--- src/rtl/mem_stage_pkg.sv ---
`default_nettype none
// ============================================================================
// Module      : mem_stage_pkg
// Description : Shared definitions for the memory-access pipeline stage.
//               - one-hot load-type bit indices
//               - field positions inside the 81-bit exception/CSR bundle
//                 {csr_we, csr_wmask, csr_wvalue, csr_num, syscall, ertn}
// Revision    : 1.0 - initial release
// ============================================================================
package mem_stage_pkg;

    // Bit positions in the one-hot load-type vector.
    localparam int LD_B  = 0;
    localparam int LD_H  = 1;
    localparam int LD_W  = 2;
    localparam int LD_BU = 3;
    localparam int LD_HU = 4;
    localparam int LD_W_ONEHOT = 5;

    // Exception/CSR bundle layout, LSB first.
    localparam int EX_ERTN         = 0;
    localparam int EX_SYSCALL      = 1;
    localparam int EX_CSR_NUM_LO   = 2;
    localparam int EX_CSR_NUM_HI   = 15;
    localparam int EX_CSR_WVAL_LO  = 16;
    localparam int EX_CSR_WVAL_HI  = 47;
    localparam int EX_CSR_WMASK_LO = 48;
    localparam int EX_CSR_WMASK_HI = 79;
    localparam int EX_CSR_WE       = 80;
    localparam int EX_ZIP_W        = 81;

endpackage : mem_stage_pkg
`default_nettype wire

--- src/rtl/mem_stage_load_extend.sv ---
`default_nettype none
// ============================================================================
// Module      : load_extend
// Description : Combinational load-data extraction. Selects the byte or
//               halfword addressed by addr from a 32-bit word and sign- or
//               zero-extends it according to the one-hot load type.
//               Alignment is not checked.
// Ports       : data    [31:0] raw word read from memory
//               addr    [1:0]  low address bits
//               ld_inst [4:0]  one-hot {ld.hu, ld.bu, ld.w, ld.h, ld.b}
//               result  [31:0] extended load value
// Revision    : 1.0 - initial release
// ============================================================================
module load_extend
    import mem_stage_pkg::*;
(
    input  logic [31:0] data,
    input  logic [1:0]  addr,
    input  logic [LD_W_ONEHOT-1:0] ld_inst,
    output logic [31:0] result
);

    logic [7:0]  w_byte;
    logic [15:0] w_half;

    always_comb begin
        w_byte = data[7:0];
        case (addr)
            2'd0:    w_byte = data[7:0];
            2'd1:    w_byte = data[15:8];
            2'd2:    w_byte = data[23:16];
            default: w_byte = data[31:24];
        endcase
    end

    assign w_half = addr[1] ? data[31:16] : data[15:0];

    // With no type bit set the raw word passes through, same as ld.w.
    always_comb begin
        result = data;
        if (ld_inst[LD_B]) begin
            result = {{24{w_byte[7]}}, w_byte};
        end else if (ld_inst[LD_BU]) begin
            result = {24'd0, w_byte};
        end else if (ld_inst[LD_H]) begin
            result = {{16{w_half[15]}}, w_half};
        end else if (ld_inst[LD_HU]) begin
            result = {16'd0, w_half};
        end else if (ld_inst[LD_W]) begin
            result = data;
        end
    end

endmodule : load_extend
`default_nettype wire

--- src/rtl/mem_stage.sv ---
`default_nettype none
// ============================================================================
// Module      : mem_stage
// Description : Memory-access stage of the five-stage LoongArch pipeline.
//               Registers the instruction handed over by execute, captures
//               the data SRAM read word on the first cycle of a load so that
//               a writeback stall cannot lose it, extends sub-word loads and
//               forwards the result plus CSR/exception bundle to writeback.
// Ports       : clk, resetn (sync, active-low)
//               es_*            instruction payload from execute
//               data_sram_rdata read word, valid one cycle after request
//               ws_allowin      writeback handshake
//               wb_ex           flush from writeback (exception/ertn)
//               ms_*            payload to writeback and hazard status
// Revision    : 1.0 - initial release
// ============================================================================
module mem_stage
    import mem_stage_pkg::*;
(
    input  logic                   clk,
    input  logic                   resetn,
    input  logic                   es_to_ms_valid,
    output logic                   ms_allowin,
    input  logic [31:0]            es_pc,
    input  logic                   es_rf_we,
    input  logic [4:0]             es_rf_waddr,
    input  logic [31:0]            es_alu_result,
    input  logic                   es_res_from_mem,
    input  logic [LD_W_ONEHOT-1:0] es_ld_inst,
    input  logic                   es_csr_re,
    input  logic [EX_ZIP_W-1:0]    es_ex_zip,
    input  logic [31:0]            data_sram_rdata,
    input  logic                   ws_allowin,
    input  logic                   wb_ex,
    output logic                   ms_to_ws_valid,
    output logic [31:0]            ms_pc,
    output logic                   ms_rf_we,
    output logic [4:0]             ms_rf_waddr,
    output logic [31:0]            ms_final_result,
    output logic                   ms_res_from_mem,
    output logic                   ms_csr_re,
    output logic [EX_ZIP_W-1:0]    ms_ex_zip,
    output logic                   ms_ex
);

    logic                   r_valid;
    logic [31:0]            r_pc;
    logic                   r_rf_we;
    logic [4:0]             r_rf_waddr;
    logic [31:0]            r_alu_result;
    logic                   r_res_from_mem;
    logic [LD_W_ONEHOT-1:0] r_ld_inst;
    logic                   r_csr_re;
    logic [EX_ZIP_W-1:0]    r_ex_zip;
    logic [31:0]            r_rdata_buf;
    logic                   r_rdata_vld;

    logic                   w_ready_go;
    logic                   w_accept;
    logic [31:0]            w_rdata;
    logic [31:0]            w_load_result;

    assign w_ready_go = 1'b1;
    assign ms_allowin = !r_valid || (w_ready_go && ws_allowin);
    assign w_accept   = es_to_ms_valid && ms_allowin;

    // Stage valid: flush beats everything, including a same-cycle accept.
    always_ff @(posedge clk) begin
        if (!resetn) begin
            r_valid <= 1'b0;
        end else if (wb_ex) begin
            r_valid <= 1'b0;
        end else if (ms_allowin) begin
            r_valid <= es_to_ms_valid;
        end
    end

    // Payload may load during a flush; r_valid masks it.
    always_ff @(posedge clk) begin
        if (!resetn) begin
            r_pc           <= 32'd0;
            r_rf_we        <= 1'b0;
            r_rf_waddr     <= 5'd0;
            r_alu_result   <= 32'd0;
            r_res_from_mem <= 1'b0;
            r_ld_inst      <= '0;
            r_csr_re       <= 1'b0;
            r_ex_zip       <= '0;
        end else if (w_accept) begin
            r_pc           <= es_pc;
            r_rf_we        <= es_rf_we;
            r_rf_waddr     <= es_rf_waddr;
            r_alu_result   <= es_alu_result;
            r_res_from_mem <= es_res_from_mem;
            r_ld_inst      <= es_ld_inst;
            r_csr_re       <= es_csr_re;
            r_ex_zip       <= es_ex_zip;
        end
    end

    // The SRAM output is only guaranteed during the first cycle after the
    // request; snapshot it then so a writeback stall sees stable data.
    always_ff @(posedge clk) begin
        if (!resetn) begin
            r_rdata_buf <= 32'd0;
            r_rdata_vld <= 1'b0;
        end else if (wb_ex || w_accept) begin
            r_rdata_vld <= 1'b0;
        end else if (r_valid && r_res_from_mem && !r_rdata_vld) begin
            r_rdata_buf <= data_sram_rdata;
            r_rdata_vld <= 1'b1;
        end
    end

    assign w_rdata = r_rdata_vld ? r_rdata_buf : data_sram_rdata;

    load_extend u_load_extend (
        .data    (w_rdata),
        .addr    (r_alu_result[1:0]),
        .ld_inst (r_ld_inst),
        .result  (w_load_result)
    );

    assign ms_to_ws_valid  = r_valid && w_ready_go;
    assign ms_pc           = r_pc;
    assign ms_rf_we        = r_valid && r_rf_we;
    assign ms_rf_waddr     = r_rf_waddr;
    assign ms_final_result = r_res_from_mem ? w_load_result : r_alu_result;
    assign ms_res_from_mem = r_valid && r_res_from_mem;
    assign ms_csr_re       = r_csr_re;
    assign ms_ex_zip       = r_ex_zip;
    assign ms_ex           = r_valid && (r_ex_zip[EX_SYSCALL] || r_ex_zip[EX_ERTN]);

endmodule : mem_stage
`default_nettype wire

--- config.mk ---
export PLATFORM = sky130hd
export DESIGN_NAME = mem_stage
export DESIGN_NICKNAME = d
export VERILOG_FILES = /design/src/rtl/mem_stage_pkg.sv /design/src/rtl/mem_stage_load_extend.sv /design/src/rtl/mem_stage.sv
export SDC_FILE = /design/constraint.sdc
export NUM_CORES = 1
export LEC_CHECK = 0
export BUFFER_PORTS_ARGS = -buffer_cell sky130_fd_sc_hd__buf_2
export CAP_MARGIN = 20
export CORE_AREA = 2 2 136 138
export CTS_BUF_LIST = sky130_fd_sc_hd__clkbuf_16
export DETAILED_ROUTE_END_ITERATION = 10
export DIE_AREA = 0 0 138 140
export HOLD_SLACK_MARGIN = 0.03
export PLACE_DENSITY = 0.88
export SYNTH_ARGS = -nofsm -noshare
export SYNTH_HDL_FRONTEND = slang
export SYNTH_SLANG_ARGS = --single-unit
--- constraint.sdc ---
create_clock -name clk -period 5.62 [get_ports clk]
set_input_delay 0.562 -clock clk [delete_from_list [all_inputs] [get_ports clk]]
set_output_delay 0.562 -clock clk [all_outputs]
set_load 0.01 [all_outputs]
==> out/results.tsv <==
stage	metric	value	unit
detailed_routing	vias	8354	
power	p_leak	5.086	nW
finish	fin_cells	1587	
finish	multi_input_comb_area	0.004357	mm²
grt	antenna_found_initial	6	
detailed_routing	drtPass1Iterations	8	
power	power_frac_comb	0.144	
worst_setup_path	arrival	3.11	ns
placement	dp.cells	1549	
power	seqPwrFrac	0.466	
placement	gp_congestion	0.8616	
worst_setup_path	critPathMaxFanout	20	
power	p_int	2.259	mW
yosys	ys_ff_latch	191	
grt	grt_first_pass_wirelength	40530	µm
die	die_w	138	µm
cts	numCtsBuffers	17	
finish	n_fill_cell	1541	
cts	clock_latency	0.43	ns
detailed_routing	wire_per_inst	16.69	µm
die	io_pins	351	
cts	cts-htree-levels	4	
finish	mostFrequentLayoutCells	nand2_1, buf_2, dfxtp_1	
die	core_area	0.01778	mm²
die	die_area	0.01932	mm²
finish	area_growth_syn_to_layout	28.44	%
yosys	synth_async_sr_flop_share	0	
worst_setup_path	cp.required	5.06	ns
yosys	synth_cells	1048	
cts	cts.sinks	191	
timing	fin_crit	3.676	ns
timing	clock_skew	0.009729	ns
detailed_routing	antenna_left	0	
grt	grt_max_degree	106	
timing	final_max_slew_viol_count	0	
timing	whs	0.3566	ns
grt	overflow	0	
yosys	syn_avg_cell_area	8.153	µm²
timing	slew_headroom	0.2834	
die	initial_core_util	0.4806	
cts	cts_root_buf	clkbuf_16	
placement	port_buffers	349	
timing	fmax	272.0	MHz
placement	dpl.hpwl	18820	µm
yosys	yosys_warnings	0	
detailed_routing	drcViolationCount	0	
worst_setup_path	critPathLaunchType	flop	
yosys	synth_edf_count	0	
detailed_routing	routed_wl	26490	µm
cts	cts_resized	0	
detailed_routing	avgViaCountPerCell	5.264	
detailed_routing	drt_iter0_drc	487	
timing	hold_viol	0	
yosys	netlist_area	0.008544	mm²
timing	fin_crit_sh	0.6541	
power	p_per_area	286.0	mW/mm²
timing	finalSetupViolations	0	
timing	setup-tns-final	0	ns
yosys	yosysSeqAreaShare	0.4475	
power	swShare	0.2803	
power	ir_drop	0.2022	mV
outcome	status	finished, final reports clean	
min_path	holdCritPathClass	in -> reg	
finish	layout.nets	1537	
die	num_rows	49	
yosys	syn_nets	1243	
yosys	ys.flop_type	dfxtp_1	
timing	worstMarginPinSlew	1.073	ns
grt	grt_pass1_vias	7829	
job	max_cap_viol_count	0	
power	p_clk_frac	0.390	
cts	clkTransAtPathRegs	0.08	ns
finish	mostFrequentLayoutCell	nand2_1	
yosys	ys_types	44	
finish	layout-drive-gt1-share	0.3092	
worst_setup_path	crit_type	reg -> out	
power	p_sw	0.8798	mW
cts	postCtsSetupBuffers	0	
die	dieHeight	140	µm
timing	rsz0062_at_grt	false	
worst_setup_path	endpoint_kind	output port	
finish	regArea	0.003826	mm²
grt	grt_usage	0.2613	
cts	cts_tree	done	
cts	ctsLongestPathBuffers	2	
cts	ctsHoldBuffers	0	
-- worst paths after layout --
path / startpoint / endpoint / slack, ns / depth (start not counted)
max reg2reg: ms_to_ws_valid / ms_ex_zip[27] / 3.38 / 6
min reg2reg: r_alu_result[29] / r_alu_result[29] / 0.45 / 2
max: r_alu_result[1] / ms_final_result[26] / 1.94 / 5
min: es_ex_zip[60] / ms_ex_zip[60] / 0.36 / 3
-- critical path, stage by stage (launching register included) --
cell and delay, ns:
dfxtp_1 1.03, mux4_2 0.42, and4_1 0.23, a41oi_2 0.68, nand2_1 0.13, buf_2 0.18
-- through the flow --
step / instance area [µm²] / power [mW] / worst slack (ns) / utilization
detailed placement: 10290 / 1.939 / 2.406 / 0.5785
global placement: 10290 / 1.928 / 2.507 / 0.5785
finish: 10970 / 3.139 / 1.944 / 0.6172
CTS: 10880 / 3.154 / 1.953 / 0.6122
floorplan: 8544 / 1.737 / 3.304 / -
global route: 10970 / 3.265 / 1.797 / 0.6171
-- cell usage after synthesis, types with 8 or more instances --
master,number,area share
nand2_1,410,0.18
dfxtp_1,191,0.45
a21boi_1,181,0.16
clkbuf_1,63,0.028
nor2_1,21,0.0092
nor2b_1,20,0.015
a21oi_1,19,0.011
mux2_1,17,0.022
buf_2,11,0.0064
mux4_2,10,0.026
a31oi_1,9,0.0066
a21boi_0,8,0.0070
mux2_2,8,0.011
-- kinds of logic after synthesis --
logic type / count (synthesis) / share of synthesized area
AOI/OAI and AO/OA: 253 / 0.2164
buffers and inverters: 90 / 0.04378
DFF: 191 / 0.4475
muxes: 45 / 0.07336
and+or+nand+nor: 469 / 0.2189
-- layout make-up --
cell class,instances,area share
multi-input cells,767,0.3970
flip-flops and latches,191,0.3486
repair buffers,357,0.1703
clock buffers,17,0.03876
well taps,229,0.02611
clock inverters,15,0.01573
inverters,8,0.002736
diodes,3,0.0006841
-- registers in the layout, summed over array words and instances, names as in the netlist --
signal	cells
ms_ex_zip	81
ms_to_ws_valid	1
r_alu_result	32
r_rdata_buf	32
r_rdata_vld	1
ms_rf_waddr	5
r_ld_inst	4
r_rf_we	1
ms_pc	32
r_res_from_mem	1
ms_csr_re	1
-- routing by layer --
layer | global-route usage | up-vias | routed length (µm)
li1 | - | 4059 | -
met1 | 0.3025 | 3839 | 10060
met2 | 0.4435 | 382 | 12990
met3 | 0.07761 | 68 | 2250
met4 | 0.1284 | 6 | 1151
met5 | 0 | - | 38
-- power groups by stage --
stage               clock network [mW]  logic (mW)  registers (mW)
finish                            1.22       0.452            1.46
global route                      1.30       0.495            1.47
CTS                               1.24       0.447            1.46
detailed placement                   0       0.445            1.49
global placement                     0       0.438            1.49
floorplan                            0       0.233            1.50
(Power assumes the default switching activity.)
